[src/rtl/vc_credit_out_stage_pkg.sv]
// Shared NoC definitions for the output-port credit/launch stage: link defaults,
// counter-interface indices and the common flit/counter types.
package vc_credit_out_stage_pkg;

    localparam int          DEF_FLIT_W       = 55;
    localparam int          DEF_NUM_VC       = 2;
    localparam int          DEF_CREDIT_DEPTH = 4;
    localparam logic [7:0]  DEF_CNT_IDX_BASE = 8'h00;
    localparam logic [7:0]  CNT_IDX_STRIDE   = 8'h01;

    typedef logic [DEF_FLIT_W-1:0] flit_t;

    typedef struct packed {
        logic [31:0] val;
        logic [7:0]  idx;
    } counter_if;

    // A single-VC link still needs a one-bit select so the port exists.
    function automatic int vcWidth(input int numVc);
        return (numVc > 1) ? $clog2(numVc) : 1;
    endfunction

endpackage

[src/rtl/vc_credit_out_stage_counter.sv]
// Per-VC downstream credit counter: resets full, saturates at DEPTH and flags
// any credit returned to a full counter that is not offset by a consume.
module vc_credit_counter #(
    parameter int DEPTH = 4,
    parameter int CW    = $clog2(DEPTH + 1)
) (
    input  logic          clk,
    input  logic          reset,
    input  logic          inc,
    input  logic          dec,
    output logic [CW-1:0] count,
    output logic          nonzero,
    output logic          overflow
);

    localparam logic [CW-1:0] DEPTH_C = CW'(DEPTH);
    localparam logic [CW-1:0] ONE_C   = CW'(1);

    logic [CW-1:0] countReg;
    logic [CW-1:0] countNext;

    always_comb begin
        countNext = countReg;
        overflow  = 1'b0;
        if (inc && !dec) begin
            if (countReg == DEPTH_C) begin
                overflow = 1'b1;
            end else begin
                countNext = countReg + ONE_C;
            end
        end else if (dec && !inc && (countReg != '0)) begin
            countNext = countReg - ONE_C;
        end
    end

    always_ff @(posedge clk or negedge reset) begin
        if (!reset) begin
            countReg <= DEPTH_C;
        end else begin
            countReg <= countNext;
        end
    end

    assign count   = countReg;
    assign nonzero = (countReg != '0);

endmodule

[src/rtl/vc_credit_out_stage.sv]
// Output-port credit and launch stage: accepts flits from the switch allocator,
// launches them one cycle later only when their VC holds a downstream credit.
module vc_credit_out_stage
    import vc_credit_out_stage_pkg::*;
#(
    parameter int         FLIT_W       = DEF_FLIT_W,
    parameter int         NUM_VC       = DEF_NUM_VC,
    parameter int         CREDIT_DEPTH = DEF_CREDIT_DEPTH,
    parameter logic [7:0] CNT_IDX_BASE = DEF_CNT_IDX_BASE,
    localparam int        VC_W         = vcWidth(NUM_VC)
) (
    input  logic              clk,
    input  logic              reset,
    input  logic [FLIT_W-1:0] io_in_flit,
    input  logic [VC_W-1:0]   io_in_vc,
    input  logic              io_in_valid,
    output logic              io_in_ready,
    output logic [FLIT_W-1:0] io_out_flit_x,
    output logic              io_out_flitValid,
    input  logic [NUM_VC-1:0] io_out_credit_grant,
    output logic [NUM_VC-1:0] io_credit_avail,
    output logic              io_idle,
    output logic              io_err_overflow,
    output logic [31:0]       io_counters_0_counterVal,
    output logic [7:0]        io_counters_0_counterIndex,
    output logic [31:0]       io_counters_1_counterVal,
    output logic [7:0]        io_counters_1_counterIndex
);

    localparam int CW = $clog2(CREDIT_DEPTH + 1);

    logic [NUM_VC-1:0] vcMatch;
    logic [NUM_VC-1:0] credNonzero;
    logic [NUM_VC-1:0] credFull;
    logic [NUM_VC-1:0] credDec;
    logic [NUM_VC-1:0] credOvf;
    logic [CW-1:0]     credCount [NUM_VC];

    logic              accept;
    logic              stall;

    logic [FLIT_W-1:0] flitReg;
    logic              flitValidReg;
    logic              errOverflowReg;
    logic [31:0]       sentCountReg;
    logic [31:0]       stallCountReg;

    counter_if         sentCounter;
    counter_if         stallCounter;

    genvar gi;
    generate
        for (gi = 0; gi < NUM_VC; gi++) begin : genCred
            // An out-of-range VC select matches no lane, so it is never ready.
            assign vcMatch[gi] = (io_in_vc == VC_W'(gi));
            assign credDec[gi] = accept && vcMatch[gi];

            vc_credit_counter #(
                .DEPTH (CREDIT_DEPTH),
                .CW    (CW)
            ) uCounter (
                .clk      (clk),
                .reset    (reset),
                .inc      (io_out_credit_grant[gi]),
                .dec      (credDec[gi]),
                .count    (credCount[gi]),
                .nonzero  (credNonzero[gi]),
                .overflow (credOvf[gi])
            );

            assign credFull[gi] = (credCount[gi] == CW'(CREDIT_DEPTH));
        end
    endgenerate

    // Readiness uses registered counts only; returned credits are usable next cycle.
    assign io_in_ready = |(vcMatch & credNonzero);
    assign accept      = io_in_valid && io_in_ready;
    assign stall       = io_in_valid && !io_in_ready;

    always_ff @(posedge clk or negedge reset) begin
        if (!reset) begin
            flitReg        <= '0;
            flitValidReg   <= 1'b0;
            errOverflowReg <= 1'b0;
            sentCountReg   <= '0;
            stallCountReg  <= '0;
        end else begin
            flitValidReg <= accept;
            if (accept) begin
                flitReg      <= io_in_flit;
                sentCountReg <= sentCountReg + 32'd1;
            end
            if (stall) begin
                stallCountReg <= stallCountReg + 32'd1;
            end
            if (|credOvf) begin
                errOverflowReg <= 1'b1;
            end
        end
    end

    assign sentCounter  = '{val: sentCountReg,  idx: CNT_IDX_BASE};
    assign stallCounter = '{val: stallCountReg, idx: CNT_IDX_BASE + CNT_IDX_STRIDE};

    assign io_out_flit_x              = flitReg;
    assign io_out_flitValid           = flitValidReg;
    assign io_credit_avail            = credNonzero;
    assign io_idle                    = (&credFull) && !flitValidReg;
    assign io_err_overflow            = errOverflowReg;
    assign io_counters_0_counterVal   = sentCounter.val;
    assign io_counters_0_counterIndex = sentCounter.idx;
    assign io_counters_1_counterVal   = stallCounter.val;
    assign io_counters_1_counterIndex = stallCounter.idx;

endmodule

[config.mk]
export PLATFORM = sky130hd
export DESIGN_NAME = vc_credit_out_stage
export DESIGN_NICKNAME = d
export VERILOG_FILES = /design/src/rtl/vc_credit_out_stage_pkg.sv /design/src/rtl/vc_credit_out_stage_counter.sv /design/src/rtl/vc_credit_out_stage.sv
export SDC_FILE = /design/constraint.sdc
export NUM_CORES = 1
export LEC_CHECK = 0
export BUFFER_PORTS_ARGS = -buffer_cell sky130_fd_sc_hd__buf_2
export CORE_ASPECT_RATIO = 0.75
export CORE_UTILIZATION = 52
export CTS_BUF_LIST = sky130_fd_sc_hd__clkbuf_8
export DETAILED_ROUTE_END_ITERATION = 8
export PLACE_DENSITY = 0.83
export SLEW_MARGIN = 40
export SYNTH_ARGS = -nofsm -noshare
export SYNTH_HDL_FRONTEND = slang
export SYNTH_HIERARCHICAL = 1
export SYNTH_SLANG_ARGS = --single-unit
[constraint.sdc]
create_clock -name clk -period 3.15 [get_ports clk]
set_input_delay 0.63 -clock clk [delete_from_list [all_inputs] [get_ports clk]]
set_output_delay 0.63 -clock clk [all_outputs]
set_load 0.02 [all_outputs]
==> Word-level counts from Yosys, hierarchy flattened <==
Cells that the tools add are included.
{ "op_classes": {"n_eq_ne": 4, "n_mux": 10, "n_reduce_logical": 26, "n_addsub": 6, "bitwise_logic": 2} }
{ "ops": {"columns": ["cell", "n"], "rows": [
  ["adder 32 x 1 -> 32 bit, second input constant", 2],
  ["2-to-1 mux 3 bit", 6],
  ["logical AND 1 bit", 11],
  ["adder 3 x 1 -> 3 bit, second input constant", 2],
  ["equality test 3 bit, second input constant", 2],
  ["zero test 1 bit", 6],
  ["AND reduction 2 bit", 3],
  ["nonzero test 3 bit", 2],
  ["subtractor 3 x 1 -> 3 bit, second input constant", 2],
  ["2-to-1 mux 1 bit", 4],
  ["!= test 2 bit, second input constant", 2],
  ["nonzero test 2 bit", 2],
  ["OR reduction 2 bit", 2],
  ["bitwise AND 2 bit", 1],
  ["inverter 1 bit", 1]
]} }
{ "word_totals": {"register_bits": 127, "out_inout_bits": 141, "in_bits": 61} }

==> Longest topological paths before layout <==
{ "depth": {"depth_word": 9, "mapped_depth": 10, "depth_no_buf": 9} }

==> Hierarchy <==
Netlist, hierarchy kept.
{ "modules_own_cells": {"columns": ["module", "cells_per_inst", "n_inst", "seq_area_each_um2", "area_per_inst_um2"], "rows": [
  ["vc_credit_out_stage", 514, 1, 3027.9, 5198.7],
  ["vc_credit_counter at genCred[1].uCounter", 31, 1, 76.3, 316.6],
  ["vc_credit_counter at genCred[0].uCounter", 31, 1, 76.3, 264.0]
]} }

==> Least setup slack after synthesis <==
Ideal clock, no wire load.
{ "synth_path": {"path_kind": "flip-flop to flip-flop", "start": "register genCred[0].uCounter.countReg[2]", "end": "register genCred[0].uCounter.countReg[1]", "stages_incl_launch_ff": 9, "path_slack_ns": 0.418, "synth_period_minus_slack_ns": 2.732, "arrival_time_ns": 2.564, "cell_sequence": "dfstp_2 clkbuf_1 or3_1 nor3b_1 and2b_4 inv_2 fa_1 o2bb2ai_1 a221oi_1"} }
{ "synth_between": {"elab_cells_between_ends": 14} }
{ "synth_rtl": {"columns": ["element", "line_no", "rtl"], "rows": [
  ["from (decl)", "vc_credit_out_stage_counter.sv:19", "logic [CW-1:0] countReg;"],
  ["from (signal assigned)", "vc_credit_out_stage_counter.sv:40", "countReg <= countNext;"],
  ["nonzero test 3 bit", "vc_credit_out_stage_counter.sv:45", "assign nonzero = (countReg != '0);"],
  ["named net io_credit_avail[0]", "vc_credit_out_stage.sv:21", "output logic [NUM_VC-1:0] io_credit_avail,"],
  ["bitwise AND 2 bit", "vc_credit_out_stage.sv:76", "assign io_in_ready = |(vcMatch & credNonzero);"],
  ["OR reduction 2 bit", "vc_credit_out_stage.sv:76", null],
  ["logical AND 1 bit", "vc_credit_out_stage.sv:77", "assign accept = io_in_valid && io_in_ready;"],
  ["logical AND 1 bit", "vc_credit_out_stage.sv:56", "assign credDec[gi] = accept && vcMatch[gi];"],
  ["named net credDec[0]", "vc_credit_out_stage.sv:35", "logic [NUM_VC-1:0] credDec;"],
  ["zero test 1 bit", "vc_credit_out_stage_counter.sv:25", "if (inc && !dec) begin"],
  ["logical AND 1 bit", "vc_credit_out_stage_counter.sv:25", null],
  ["2-to-1 mux 3 bit", "vc_credit_out_stage_counter.sv:25", null],
  ["named net genCred[0].uCounter.countNext[1]", "vc_credit_out_stage_counter.sv:20", "logic [CW-1:0] countNext;"]
]} }
The timed path passes the listed nets, and every way through them passes these cells.
A chain may end at the register's enable or synchronous reset.

==> Worst setup path in the final report <==
{ "layout_path": {"start": "register genCred[0].uCounter.countReg[0]", "end": "output port io_in_ready"} }
{ "layout_between": {"elab_chain_len": 3} }
{ "layout_lines": {"columns": ["element", "line_no", "rtl"], "rows": [
  ["nonzero test 3 bit", "vc_credit_out_stage_counter.sv:45", null],
  ["bitwise AND 2 bit", "vc_credit_out_stage.sv:76", null],
  ["OR reduction 2 bit", "vc_credit_out_stage.sv:76", null],
  ["to (decl)", "vc_credit_out_stage.sv:17", "output logic io_in_ready,"]
]} }
Every way passes these cells.

==> flow_summary.ini <==
[outcome]
run_status = finished clean

[clock_network]
hold_buffers = 0
clk_latency_ps = 420
cts_made_buffers = 17
clk_pin_slew_ps = 80
clk_path_buf_depth = 2
cts_max_level = 4
post_cts.repair.setup_buffers = 0
clockRootBuffer = clkbuf_8
cts_resized = 0
cts_tree = yes
clock_sinks = 127

[place]
place_congestion = 0.858
io_buffers = 185
place_area_um2 = 6770
pre_cts_ws_ps = 597
placed_cells = 882
dp.final_hpwl_um = 9670

[timing]
slew_headroom_pct = 48.0
fin_ws_ps = 485
drv_slew = 0
setup_viol = 0
min_period_ps = 2660
rsz0062_at_grt = no
worstMarginPinSlew_ps = 778
clock_skew_ps = 7.38
period_share_pct = 84.6
fin_tns_setup_ps = 0
max_freq_mhz = 375
hold_viol = 0

[power_and_ir_drop]
power_w = 0.00540
p_per_area_nw_per_um2 = 753
vdd_drop_max_mv = 0.539
p_leak_nw = 3.90

[routing]
wl_per_cell_um = 14.7
drtAntennaViolNets = 0
wl_um = 13400
vias = 4684
drt_iter0_drc = 199
drc = 0
first_pass_iters = 4
via_per_inst = 5.12

[logic_synthesis]
yosysSeqAreaShare_pct = 55.0
synthMuxAreaShare_pct = 0.931
synth_flop_cell = dfrtp_1
netlist_area_um2 = 5780
synth_warnings = 6
synth_top_family_by_area = simple AND/OR/NAND/NOR gates
synth-edff-count = 0
synthCells = 576
synth-adder-area-share_pct = 1.13
synth.avg_cell_area_um2 = 10.0
synthXorXnorAreaFrac_pct = 9.55
synthArstFlopShare_pct = 100
synth-simple-area-share_pct = 25.8
synth_compound_area_share_pct = 2.68
synth_seq_cells = 127
ys_types = 54

[final_layout]
area_growth_pct = 24.1
nets = 830
final_cell_area_um2 = 7170
drive_above_1_share_pct = 32.3
diodes = 0
n_fill_cell = 808
fin_cells = 914

[grt]
overflow = 0
grt_usage_pct = 25.1
grt_pass1_vias = 4525
antenna_found_initial = 0
grt_max_degree = 62
grt_pass1_wl_um = 22100

[critical_path]
endpoint_kind = output pin
critPathMaxFanout = 9
rr_worst_depth = 8
path_class = reg2out
r2r_start = genCred[0].uCounter/count[0]
r2r_slack_ps = 570
worstPathRequired_ps = 2520
r2r_end = genCred[0].uCounter/count[1]
start_kind = register
cp.arrival_ps = 2030

[min_path]
worstHoldPathType = in2async

[floorplan]
fp.dieW_um = 124
coreArea_um2 = 10500
num_rows = 32
io_pins = 202
die_height_um = 93.3
dieArea_um2 = 11500
start_util_pct = 54.9

[run]
maxCapViolCount = 0
layout by cell type (no fill, tap or decap), types with 14 or more instances in the layout:
master / count
dfrtp_1: 125
clkbuf_8: 17
nor2_1: 25
nand4_1: 14
xnor2_1: 40
xor2_1: 23
buf_2: 184
inv_1: 14
nand3_1: 20
nand2_1: 193
conb_1: 16
routing by layer:
| metal | up-vias | global-route usage [%] | routed length [um] |
|---|---|---|---|
| met5 | - | 0 | 0 |
| met4 | 0 | 7.63 | 223 |
| met3 | 22 | 7.99 | 847 |
| met2 | 161 | 39.4 | 6310 |
| met1 | 2264 | 32.9 | 6040 |
| li1 | 2237 | - | - |
power by group:
| part | switching [W] | internal (W) | leakage [nW] |
|---|---|---|---|
| Sequential | 0.000314 | 0.00198 | 1.61 |
| Clock | 0.000669 | 0.000779 | 0.199 |
| Combinational | 0.00109 | 0.000572 | 2.09 |
| Total | 0.00207 | 0.00333 | 3.90 |
sequential cells by signal, indices dropped and copies added, names as in the netlist:
signal and flops:
genCred.uCounter/count 6, io_counters_0_counterVal 32, io_err_overflow 1, io_counters_1_counterVal 32, io_out_flitValid 1, io_out_flit_x 55
kinds of logic after synthesis:
logic type	after synthesis
and+or+nand+nor	308
DFF	127
xor gates and xnor gates	63
buffers and inverters	50
AOI/OAI and AO/OA	18
adders and majority gates	4
muxes	4
other	2
critical path, cell delays in order (launching register included):
cell and delay (ps):
dfrtp_1 480, or3_1 460, mux2i_4 360, inv_1 120, buf_2 190
cells in the mapped netlist (3+ instances only):
master    number  area (um2)
dfrtp_1      125        3130
inv_2          3        11.3
nor4_2         3        37.5
clkbuf_1       9        33.8
and4_1         5        43.8
xor2_1        23         201
nor3_1         6        30.0
xnor2_1       40         350
nor2_1        25        93.8
nand4_1       14        87.6
nor3_2         5        50.1
buf_2          6        30.0
nand2_1      194         728
buf_4         17         128
nor4_1         4        25.0
nand4_2        4        50.1
nand3_1       20         100
inv_1         13        48.8
and3_1         5        31.3
nor4_4         3        63.8
final cells by class:
type | instances | area (um2) | share of cell area, %
sequential | 127 | 3180 | 44.3
tap | 136 | 170 | 2.37
inverter | 16 | 60.1 | 0.837
multi-input combinational | 413 | 2380 | 33.2
clock inverter | 15 | 170 | 2.37
clock buffer | 17 | 234 | 3.26
timing repair buffer | 190 | 978 | 13.6
through the flow:
step,utilization (%),hold WS [ps]
3_3_place_gp,64.3,443
4_1_cts,68.1,174
6_report,68.1,180
2_1_floorplan,-,334
5_1_grt,68.1,169
3_5_place_dp,64.3,452
worst max-delay path by stage:
stage	startpoint	end	cells after the start
after floorplan	genCred[0].uCounter/count[2]	genCred[0].uCounter/count[1]	8
after global placement	genCred[0].uCounter/count[0]	genCred[0].uCounter/count[1]	8
after detailed placement	genCred[0].uCounter/count[0]	genCred[0].uCounter/count[1]	8
after CTS	genCred[0].uCounter/count[0]	io_in_ready	4
after global routing	genCred[0].uCounter/count[0]	io_in_ready	4
final	genCred[0].uCounter/count[0]	io_in_ready	4
Note: power is estimated with default switching activity, not from simulation.
